File: src/rtl/caches_types_pkg.sv
// Cache/bus shared types: coherence bus controller states and block geometry.
package caches_types_pkg;
  localparam int BLOCK_WORDS = 2;

  typedef enum logic [3:0] {
    BUS_IDLE  = 4'd0,
    BUS_SNOOP = 4'd1,
    BUS_FWD0  = 4'd2,
    BUS_FWD1  = 4'd3,
    BUS_LD0   = 4'd4,
    BUS_LD1   = 4'd5,
    BUS_WB0   = 4'd6,
    BUS_WB1   = 4'd7,
    BUS_INV   = 4'd8,
    BUS_IF    = 4'd9
  } bus_state_t;
endpackage

File: src/rtl/cpu_types_pkg.sv
// CPU-side shared types: RAM port status as reported by the RAM model.
package cpu_types_pkg;
  typedef enum logic [1:0] {
    FREE   = 2'd0,
    BUSY   = 2'd1,
    ACCESS = 2'd2,
    ERROR  = 2'd3
  } ramstate_t;
endpackage

File: src/rtl/rr_arb2.sv
// Two-way round-robin pick: the core numbered rr wins if it requests,
// otherwise the other core.
module rr_arb2 (
  input  logic [1:0] req,
  input  logic       rr,
  output logic       idx,
  output logic       vld
);
  assign idx = req[rr] ? rr : ~rr;
  assign vld = |req;
endmodule

File: src/rtl/coherence_bus_ctrl.sv
// Two-core MSI snooping bus controller sharing one RAM port between the
// icaches and dcaches; dcache blocks are moved one word per RAM access.
module coherence_bus_ctrl
  import cpu_types_pkg::*;
  import caches_types_pkg::*;
#(
  parameter int WORD_W = 32,
  parameter int NCPU   = 2
) (
  input  logic                          CLK,
  input  logic                          RST,
  input  logic [NCPU-1:0]               iREN,
  input  logic [NCPU-1:0][WORD_W-1:0]   iaddr,
  output logic [NCPU-1:0]               iwait,
  output logic [NCPU-1:0][WORD_W-1:0]   iload,
  input  logic [NCPU-1:0]               dREN,
  input  logic [NCPU-1:0]               dWEN,
  input  logic [NCPU-1:0][WORD_W-1:0]   daddr,
  input  logic [NCPU-1:0][WORD_W-1:0]   dstore,
  output logic [NCPU-1:0]               dwait,
  output logic [NCPU-1:0][WORD_W-1:0]   dload,
  input  logic [NCPU-1:0]               cctrans,
  input  logic [NCPU-1:0]               ccwrite,
  input  logic [NCPU-1:0]               cchit,
  output logic [NCPU-1:0]               ccwait,
  output logic [NCPU-1:0]               ccinv,
  output logic [NCPU-1:0][WORD_W-1:0]   ccsnoopaddr,
  output logic                          ramREN,
  output logic                          ramWEN,
  output logic [WORD_W-1:0]             ramaddr,
  output logic [WORD_W-1:0]             ramstore,
  input  logic [WORD_W-1:0]             ramload,
  input  ramstate_t                     ramstate
);

  if (NCPU != 2) begin : g_ncpu_check
    $error("coherence_bus_ctrl supports exactly two cores");
  end

  bus_state_t state;
  logic       gnt;
  logic       rr;
  logic       o;
  logic       d_idx, d_vld;
  logic       i_idx, i_vld;
  logic       acc;

  assign o   = ~gnt;
  assign acc = (ramstate == ACCESS);

  rr_arb2 u_darb (.req(cctrans), .rr(rr), .idx(d_idx), .vld(d_vld));
  rr_arb2 u_iarb (.req(iREN),    .rr(rr), .idx(i_idx), .vld(i_vld));

  // Any dcache transaction outranks instruction fetch.
  always_ff @(posedge CLK or posedge RST) begin
    if (RST) begin
      state <= BUS_IDLE;
      gnt   <= 1'b0;
      rr    <= 1'b0;
    end else begin
      case (state)
        BUS_IDLE: begin
          if (d_vld) begin
            gnt <= d_idx;
            if (dWEN[d_idx])         state <= BUS_WB0;
            else if (dREN[d_idx])    state <= BUS_SNOOP;
            else if (ccwrite[d_idx]) state <= BUS_INV;
          end else if (i_vld) begin
            gnt   <= i_idx;
            state <= BUS_IF;
          end
        end
        BUS_SNOOP: state <= cchit[o] ? BUS_FWD0 : BUS_LD0;
        BUS_FWD0:  if (acc) state <= BUS_FWD1;
        BUS_LD0:   if (acc) state <= BUS_LD1;
        BUS_WB0:   if (acc) state <= BUS_WB1;
        BUS_FWD1, BUS_LD1, BUS_WB1, BUS_IF: begin
          if (acc) begin
            state <= BUS_IDLE;
            rr    <= o;
          end
        end
        BUS_INV: begin
          state <= BUS_IDLE;
          rr    <= o;
        end
        default: state <= BUS_IDLE;
      endcase
    end
  end

  always_comb begin
    iwait       = '1;
    dwait       = '1;
    iload       = '0;
    dload       = '0;
    ccwait      = '0;
    ccinv       = '0;
    ccsnoopaddr = '0;
    ramREN      = 1'b0;
    ramWEN      = 1'b0;
    ramaddr     = '0;
    ramstore    = '0;
    case (state)
      BUS_SNOOP: begin
        ccwait[o]      = 1'b1;
        ccsnoopaddr[o] = daddr[gnt];
        ccinv[o]       = ccwrite[gnt];
      end
      // Modified copy goes to the requester and to RAM in the same access.
      BUS_FWD0, BUS_FWD1: begin
        ccwait[o]  = 1'b1;
        ramWEN     = 1'b1;
        ramaddr    = daddr[o];
        ramstore   = dstore[o];
        dload[gnt] = dstore[o];
        if (acc) begin
          dwait[gnt] = 1'b0;
          dwait[o]   = 1'b0;
        end
      end
      BUS_LD0, BUS_LD1: begin
        ramREN     = 1'b1;
        ramaddr    = daddr[gnt];
        dload[gnt] = ramload;
        if (acc) dwait[gnt] = 1'b0;
      end
      BUS_WB0, BUS_WB1: begin
        ramWEN   = 1'b1;
        ramaddr  = daddr[gnt];
        ramstore = dstore[gnt];
        if (acc) dwait[gnt] = 1'b0;
      end
      BUS_INV: begin
        ccwait[o]      = 1'b1;
        ccinv[o]       = 1'b1;
        ccsnoopaddr[o] = daddr[gnt];
        dwait[gnt]     = 1'b0;
      end
      BUS_IF: begin
        ramREN     = 1'b1;
        ramaddr    = iaddr[gnt];
        iload[gnt] = ramload;
        if (acc) iwait[gnt] = 1'b0;
      end
      default: ;
    endcase
  end

endmodule

File: config.mk
export PLATFORM = sky130hd
export DESIGN_NAME = coherence_bus_ctrl
export DESIGN_NICKNAME = d
export VERILOG_FILES = /design/src/rtl/caches_types_pkg.sv /design/src/rtl/cpu_types_pkg.sv /design/src/rtl/rr_arb2.sv /design/src/rtl/coherence_bus_ctrl.sv
export SDC_FILE = /design/constraint.sdc
export NUM_CORES = 1
export LEC_CHECK = 0
export ABC_AREA = 1
export CAP_MARGIN = 0
export CORE_AREA = 2 2 196 198
export DETAILED_ROUTE_END_ITERATION = 7
export DIE_AREA = 0 0 198 200
export GPL_TIMING_DRIVEN = 0
export RECOVER_POWER = 100
export SLEW_MARGIN = 10
export SYNTH_ARGS = -nofsm -noshare
export SYNTH_HDL_FRONTEND = slang
export SYNTH_HIERARCHICAL = 1
export SYNTH_SLANG_ARGS = --single-unit
File: constraint.sdc
create_clock -name CLK -period 1.6 [get_ports CLK]
set_input_delay 0.24 -clock CLK [delete_from_list [all_inputs] [get_ports CLK]]
set_output_delay 0.24 -clock CLK [all_outputs]
set_load 0.01 [all_outputs]
==> results of run 1 <==
how the worst max path moves through the flow:
| stage | cells past startpoint | from | endpoint | slack [ns] |
|---|---|---|---|---|
| after CTS | 8 | state[3] | dload[46] | -0.51 |
| after global placement | 7 | state[3] | ramstore[30] | -1.36 |
| after global routing | 10 | state[2] | ramaddr[4] | -0.54 |
| after detailed placement | 7 | state[3] | ramstore[20] | -1.31 |
| final | 10 | state[2] | ramaddr[4] | -0.51 |
| after floorplan | 6 | state[3] | dload[36] | 0.03 |
cells by family (layout without fill, tap and decap cells):
family / count (synthesis) / in the layout / share of synthesized area (%)
AOI/OAI and AO/OA: 173 / 173 / 31.0
buffers and inverters: 243 / 830 / 21.1
muxes: 1 / 1 / 0.182
DFF: 6 / 6 / 2.73
and+or+nand+nor: 549 / 549 / 45.0
synth_stat cells:
cell type,number,share of area (%)
buf_4,7,0.96
nor2_1,58,4.0
dfrtp_1,6,2.7
mux2i_1,1,0.18
o32ai_2,40,12
nand2_2,2,0.23
inv_4,1,0.11
nor3_4,1,0.30
nand4_1,33,3.8
nor3_2,34,6.2
inv_2,7,0.48
o32ai_1,13,2.1
o211ai_1,32,4.4
buf_2,33,3.0
or2_1,2,0.23
o22ai_1,11,1.3
buf_6,24,4.9
a21oi_1,4,0.36
o221ai_2,19,5.2
clkbuf_1,26,1.8
nand3_1,17,1.5
nor3_1,50,4.6
nand2_4,1,0.20
o21ai_0,39,3.6
nand2_1,350,24
o221ai_1,13,2.1
inv_1,145,9.9
nor2_2,1,0.11
o31ai_1,2,0.27
registers in the layout, summed over array words and instances (netlist names):
name,count
state,4
rr,1
gnt,1
report_power, final:
part / switching [uW] / leakage (uW) / internal (uW)
logic: 11100 / 0.00633 / 8600
clock network: 87.1 / 0.0000370 / 321
registers: 104 / 0.0000707 / 229
routing by layer:
metal  track usage [%]  share of wire, %  vias to the layer above
li1                  -                 -                     4458
met1              26.2                37                     4647
met2              43.3                51                      553
met3              3.93               7.0                      117
met4              9.02               4.7                        0
met5                 0                 0                        -
worst max-delay path: cells and delay by family (launching register included):
family	cells	cell delay, ns
buffers and inverters	5	0.57
flip-flops	1	0.46
AND/OR/NAND/NOR	5	0.60
cell type report:
class	instances	area (um2)	share of cell area, %
multi-input cells	723	5650	40.4
repair buffers	585	5310	38.0
plain buffers	88	1460	10.5
inverters	153	658	4.71
well taps	511	639	4.58
flip-flops and latches	6	155	1.11
clock buffers	3	75.1	0.538
repair inverters	1	16.3	0.116
through the flow:
step	area, um2	setup TNS (ns)	total power [uW]	util [%]	hold WS, ns
floorplan	5500	0	7010	-	0.0310
global placement	11200	-254.86	14700	29.9	0.487
detailed placement	11200	-252.71	14600	29.9	0.488
CTS	12600	-108.45	17800	33.7	0.251
global route	14000	-109.94	21400	37.3	0.411
finish	14000	-93.99	20400	37.3	0.377
repair_timing:
item	CTS	global route
pin swaps	24	32
setup buffers	31	27
setup endpoints to repair	272	271
cloned	12	12
gates resized for setup	1209	520
hold buffers	0	0
==> results.py, run 1 <==
metrics = {
    "status": {
        "outcome": "complete, but fails checks",
        "violations": "setup timing",
    },
    "worst_setup_path": {
        "slowest_stage": "dfrtp_2",
        "r2r-end": "state[3]",
        "critPathLaunchType": "flop",
        "cp_max_fo": 7,
        "reg2reg_depth": 8,
        "path_class": "flop to output pin",
        "cp_slowest_stage_delay_ns": 0.46,
        "worstPathCellList": "nor2_4, nand2_4, inv_8, nand2_8, inv_8, buf_6, buf_8, nand2_2, nand4_1, buf_2",
        "regToRegStartpoint": "state[3]",
        "required_ns": 1.36,
        "r2r_slack_ns": -0.07,
        "end_kind": "output pin",
        "crit_top_cell": "inv_8",
        "arrival_ns": 1.87,
    },
    "timing": {
        "fmax_mhz": 473,
        "fin_skew_ns": 0.00144,
        "final.setup.worst_slack_ns": -0.514,
        "finalSetupViolCount": 271,
        "rsz0062_at_grt": "true",
        "slew_viol_final": 0,
        "slew_headroom_pct": 73.7,
        "period_share_pct": 132,
        "worstMarginPinSlew_ns": 0.394,
        "period_needed_ns": 2.11,
        "hold_violations": 0,
    },
    "final_layout": {
        "layout-drive-gt1-share_pct": 44.1,
        "syn2layout_area_growth_pct": 154,
        "diodes": 0,
        "layout_common_cells": "316 x nand2_1, 239 x clkdlybuf4s50_1, 202 x buf_2, 143 x inv_1, 73 x buf_6",
        "fin_cells": 2070,
        "layout.nets": 1801,
        "fillers": 3934,
        "final_common_cell": "nand2_1",
    },
    "route": {
        "drt_iter0_drc": 495,
        "via_count": 9775,
        "wl_per_cell_um": 24.7,
        "post_drt_via_cell_ratio": 4.72,
        "drt-pass1-iter-count": 5,
        "antenna_left": 0,
        "drt-total-wl_um": 51200,
        "drc": 0,
    },
    "cts": {
        "clkLatencyLatePin_ns": 0.23,
        "clock_path_buffers": 2,
        "numCtsBuffers": 3,
        "clkSinkCount": 6,
        "cts.htree.levels": 1,
        "cts_tree": "yes",
        "clkTransAtPathRegs_ns": 0.04,
        "clock-root-buffer": "clkbuf_16",
    },
    "placement": {
        "port_buffers": 505,
        "dp.final_hpwl_um": 37500,
        "globalplace.congestion": 0.941,
        "dpl.cell_count": 1988,
        "pre_cts_ws_ns": -1.31,
    },
    "synthesis": {
        "synth_fp_nets": 1212,
        "syn_inst": 972,
        "syn_area_mm2": 0.00550,
        "synth_cell_types": 29,
        "synth_seq_cells": 6,
        "ys_seq_area_share_pct": 2.73,
        "yosysWarnings": 6,
        "syn_area_per_cell_um2": 5.66,
    },
    "min_path": {
        "hold_class": "input pin to async pin",
    },
    "die": {
        "die_width_um": 198,
        "start_util_pct": 14.7,
        "dieArea_mm2": 0.0396,
        "rows": 71,
        "io_pins": 506,
        "core_mm2": 0.0374,
        "die_height_um": 200,
    },
    "power": {
        "leakage_uw": 0.00643,
        "power_density_mw_per_mm2": 1460,
        "peakVddDrop_uv": 535,
    },
    "flow_run": {
        "drv_cap": 0,
    },
    "global_route": {
        "grt_pass1_vias": 9906,
        "antenna_found_initial": 0,
        "gr-total-overflow": 0,
        "grt_max_degree": 13,
        "grt_pass1_wl_um": 67300,
        "grt.total_usage_pct": 23.2,
    },
}
Power figures use the tool's default switching activity.
==> run 2, diff against run 1 <==
SETUP_SLACK_MARGIN = 0.4   (was unset)
==> results.py, run 2 (synthesis results as in run 1) <==
metrics = {
    "die": {
        "io_pins": 506,
        "start_util_pct": 14.7,
        "rows": 71,
        "dieArea_mm2": 0.0396,
        "die_height_um": 200,
        "core_mm2": 0.0374,
        "die_width_um": 198,
    },
    "worst_setup_path": {
        "arrival_ns": 1.86,
        "cp_slowest_stage_delay_ns": 0.44,
        "startpoint": "state[3]",
        "reg2reg_depth": 6,
        "slowest_stage": "dfrtp_2",
        "cp_max_fo": 7,
        "required_ns": 1.36,
        "regToRegStartpoint": "state[3]",
        "worstPathCellList": "nor2_4, nand2_4, inv_8, nand2_8, clkbuf_16, buf_12, buf_6, o221ai_2, buf_2",
        "critPathLaunchType": "flop",
        "end_kind": "output pin",
        "path_class": "flop to output pin",
    },
    "route": {
        "wl_per_cell_um": 23.3,
        "drt_iter0_drc": 510,
        "via_count": 9632,
        "top_layer": "met5",
        "post_drt_via_cell_ratio": 4.65,
        "wl_met1_um": 18200,
        "drc": 0,
        "routed-wl-met2_um": 24500,
        "antenna_left": 0,
        "drt-pass1-iter-count": 5,
        "drt-total-wl_um": 48300,
        "met3_length_um": 3810,
    },
    "final_layout": {
        "fillers": 3928,
        "final_common_cell": "nand2_1",
        "diodes": 0,
        "fin_cells": 2073,
        "area.sequential_um2": 155,
        "layout.nets": 1804,
        "syn2layout_area_growth_pct": 162,
        "largest_register": "state",
        "largest_reg_flops": 4,
        "layout_top_registers": "state x4, gnt x1, rr x1",
        "layout_common_cells": "316 x nand2_1, 239 x clkdlybuf4s50_1, 160 x buf_2, 141 x inv_1, 69 x buf_6",
        "multiInputGateArea_mm2": 0.00601,
        "layout-drive-gt1-share_pct": 44.3,
    },
    "cts": {
        "cts.htree.levels": 1,
        "postCtsHoldBufs": 0,
        "clkLatencyLatePin_ns": 0.23,
        "clkTransAtPathRegs_ns": 0.03,
        "numCtsBuffers": 3,
        "cts_tree": "yes",
        "clock-root-buffer": "clkbuf_16",
        "clock_path_buffers": 2,
        "clkSinkCount": 6,
    },
    "power": {
        "leakage_uw": 0.00654,
        "power.internal_uw": 8990,
        "combPwrFrac_pct": 96.4,
        "peakVddDrop_uv": 606,
        "power_density_mw_per_mm2": 1390,
        "clock_power_share_pct": 2.0,
        "switching_power_uw": 11100,
        "seqPwrFrac_pct": 1.6,
        "total_power_uw": 20100,
        "p_sw_share_pct": 55.3,
    },
    "placement": {
        "dp.final_hpwl_um": 37200,
        "globalplace.congestion": 0.931,
        "port_buffers": 505,
        "pre_cts_ws_ns": -1.19,
        "dpl.cell_count": 1988,
    },
    "timing": {
        "fmax_mhz": 475,
        "worstMarginPinSlew_ns": 0.466,
        "slew_viol_final": 0,
        "period_needed_ns": 2.10,
        "fin_skew_ns": 0.00141,
        "rsz0062_at_grt": "true",
        "finalSetupViolCount": 271,
        "hold_violations": 0,
        "final.setup.worst_slack_ns": -0.504,
        "slew_headroom_pct": 68.9,
        "period_share_pct": 132,
    },
    "global_route": {
        "grt.total_usage_pct": 21.8,
        "grt_max_degree": 12,
        "gr-total-overflow": 0,
        "grt_pass1_vias": 9403,
        "grt_pass1_wl_um": 63500,
        "antenna_found_initial": 1,
    },
    "min_path": {
        "hold_class": "input pin to async pin",
    },
    "status": {
        "outcome": "complete, but fails checks",
        "violations": "setup timing",
    },
    "flow_run": {
        "drv_cap": 0,
    },
}
run 2: cell count changes in the layout (fill, tap and decap cells not counted), sizes merged:
cell | before | now
clkbuf | 37 | 46
bufbuf | 1 | 0
buf | 390 | 362
dlygate4sd2 | 5 | 29
clkdlybuf4s15 | 3 | 2
run 2: worst paths after layout:
check | slack (ns) | end
max in group asynchronous | 1.00 | state[0]
setup / recovery | -0.50 | ramstore[3]
hold / removal | 0.38 | rr
min in group CLK | 0.55 | rr
setup reg to reg | -0.09 | gnt
hold reg to reg | 0.55 | rr
run 2: layout make-up:
cell class	instances	share of cell area (%)
plain buffers	90	10.0
clock buffers	3	0.521
inverters	153	4.60
multi-input cells	723	41.7
flip-flops and latches	6	1.08
well taps	511	4.44
repair buffers	586	37.5
repair inverters	1	0.113
run 2: metal layers:
metal	vias up	track usage, %
li1	4471	-
met1	4591	24.4
met2	496	40.3
met3	72	4.67
met4	2	8.35
met5	-	0
run 2: worst max-delay path, delay by kind of cell (launching register included):
kind / cells / cell delay, ns
DFF: 1 / 0.44
AOI/OAI and AO/OA: 1 / 0.14
buffers and inverters: 5 / 0.70
and+or+nand+nor: 3 / 0.35
run 2: power groups by stage:
| stage | combinational, uW | sequential (uW) | clock (uW) |
|---|---|---|---|
| after global placement | 15800 | 308 | 0 |
| final | 19400 | 314 | 401 |
| after floorplan | 8500 | 294 | 0 |
| after global routing | 20400 | 318 | 419 |
| after detailed placement | 15800 | 311 | 0 |
| after CTS | 16800 | 321 | 402 |
run 2: timing repair:
action | in CTS | in global routing
gates cloned | 6 | 19
pin swaps | 20 | 27
setup buffers | 22 | 35
resized for setup | 921 | 463
endpoints found under the setup margin | 272 | 272
run 2: metrics by stage:
step	setup TNS (ns)	hold WS (ns)	util (%)	area, um2
global route	-114.06	0.412	38.5	14400
detailed placement	-188.73	0.503	33.8	12600
CTS	-105.43	0.265	35.3	13200
finish	-97.17	0.380	38.5	14400
floorplan	0	0.0310	-	6940
global placement	-183.41	0.485	33.8	12600
==> run 3, diff against run 2 <==
SKIP_LAST_GASP = 1   (was unset)
==> results.py, run 3 (synthesis results as in run 1) <==
metrics = {
    "die": {
        "die_width_um": 198,
        "core_mm2": 0.0374,
        "start_util_pct": 14.7,
        "die_height_um": 200,
        "io_pins": 506,
        "rows": 71,
        "dieArea_mm2": 0.0396,
    },
    "timing": {
        "final.setup.worst_slack_ns": -0.515,
        "fmax_mhz": 473,
        "whs_ns": 0.381,
        "rsz0062_at_grt": "true",
        "period_share_pct": 132,
        "hold_violations": 0,
        "period_needed_ns": 2.12,
        "slew_viol_final": 0,
        "worstMarginPinSlew_ns": 0.482,
        "tns_ns": -102.98,
        "fin_skew_ns": 0.000490,
        "finalSetupViolCount": 271,
        "slew_headroom_pct": 67.9,
    },
    "cts": {
        "clkTransAtPathRegs_ns": 0.03,
        "clkSinkCount": 6,
        "numCtsBuffers": 3,
        "clock-root-buffer": "clkbuf_16",
        "cts.htree.levels": 1,
        "clkLatencyLatePin_ns": 0.23,
        "cts_tree": "yes",
        "clock_path_buffers": 2,
    },
    "route": {
        "post_drt_via_cell_ratio": 4.60,
        "drt_iter0_drc": 447,
        "wl_per_cell_um": 22.8,
        "drc": 0,
        "met3_length_um": 3690,
        "wl_met1_um": 18000,
        "drt-pass1-iter-count": 4,
        "via_count": 9520,
        "drt-total-wl_um": 47100,
        "top_layer": "met5",
        "routed-wl-met2_um": 23500,
        "antenna_left": 0,
    },
    "global_route": {
        "grt_max_degree": 12,
        "grt_pass1_vias": 9445,
        "grt_pass1_wl_um": 63500,
        "grt.total_usage_pct": 21.8,
        "gr-total-overflow": 0,
        "antenna_found_initial": 1,
    },
    "flow_run": {
        "drv_cap": 0,
    },
    "final_layout": {
        "final_util_pct": 37.5,
        "layout_common_cells": "311 x nand2_1, 239 x clkdlybuf4s50_1, 141 x inv_1, 131 x buf_2, 64 x buf_6",
        "fillers": 3996,
        "layout_top_registers": "state x4, gnt x1, rr x1",
        "diodes": 0,
        "final_common_cell": "nand2_1",
        "fin_area_mm2": 0.0140,
        "largest_register": "state",
        "syn2layout_area_growth_pct": 155,
        "layout-drive-gt1-share_pct": 42.0,
        "multiInputGateArea_mm2": 0.00591,
        "area.sequential_um2": 155,
        "fin_cells": 2068,
        "largest_reg_flops": 4,
        "layout.nets": 1799,
    },
    "worst_setup_path": {
        "worstPathCellList": "inv_4, buf_6, nor3_4, inv_2, nand2_8, inv_12, buf_6, nor2_1, clkdlybuf4s15_2",
        "cp_max_fo": 10,
        "path_buf_inv": 6,
        "critPathTopFamily": "buffers and inverters",
        "arrival_ns": 1.88,
        "slowest_stage": "dfrtp_2",
        "critPathLaunchType": "flop",
        "end_kind": "output pin",
        "crit_top_cell": "buf_6",
        "path_class": "flop to output pin",
        "required_ns": 1.36,
        "cp_slowest_stage_delay_ns": 0.42,
    },
    "placement": {
        "dp.final_hpwl_um": 37200,
        "place_area_mm2": 0.0126,
        "port_buffers": 505,
        "dpl.cell_count": 1988,
        "globalplace.congestion": 0.931,
    },
    "status": {
        "outcome": "complete, but fails checks",
        "violations": "setup timing",
    },
    "power": {
        "peakVddDrop_uv": 583,
        "leakage_uw": 0.00649,
        "power_density_mw_per_mm2": 1370,
    },
    "min_path": {
        "hold_class": "input pin to async pin",
    },
}
[run 3: cell types whose count changed in the layout (fill, tap and decap cells not counted), sizes merged]
cell / before / now
buf: 362 / 316
bufbuf: 0 / 2
clkbuf: 46 / 52
clkinv: 4 / 3
dlygate4sd2: 29 / 62
inv: 150 / 151
[run 3: per-stage QoR]
step	power (uW)	setup slack, ns
after floorplan	8800	0.0550
after detailed placement	16100	-1.19
after global placement	16100	-1.16
after CTS	17600	-0.501
final	19200	-0.515
after global routing	20300	-0.600
[run 3: per-layer routing]
metal / vias up / global-route usage [%]
met5: - / 0
met4: 2 / 8.49
met3: 84 / 4.84
met2: 499 / 40.3
met1: 4477 / 24.3
li1: 4458 / -
[run 3: power by group]
part	internal [uW]	switching, uW	leakage (uW)
combinational	7890	10600	0.00638
sequential	229	93.9	0.0000707
clock	321	82.5	0.0000370
total	8440	10800	0.00649
[run 3: worst paths after layout]
| kind | slack [ns] | cells past startpoint | end | start |
|---|---|---|---|---|
| hold reg to reg | 0.55 | 2 | rr | rr |
| max in group asynchronous | 1.00 | 2 | state[0] | RST |
| setup / recovery | -0.52 | 9 | ccsnoopaddr[28] | state[3] |
| hold / removal | 0.38 | 2 | gnt | RST |
| min in group CLK | 0.55 | 2 | rr | rr |
| setup reg to reg | -0.08 | 6 | gnt | state[3] |
[run 3: timing repair]
item | CTS | global route
gates resized for setup | 796 | 421
pin swaps | 15 | 24
hold endpoints to repair | 0 | 0
endpoints found under the setup margin | 272 | 272
gates cloned | 6 | 10
buffers inserted | 22 | 39
hold buffers | 0 | 0
[run 3: final cells by class]
class | instances | area share, %
Tap cell | 511 | 4.55
Clock buffer | 3 | 0.535
Timing Repair inverter | 1 | 0.116
Timing Repair Buffer | 581 | 37.3
Buffer | 90 | 9.65
Inverter | 153 | 4.65
Multi-Input combinational cell | 723 | 42.1
Sequential cell | 6 | 1.11
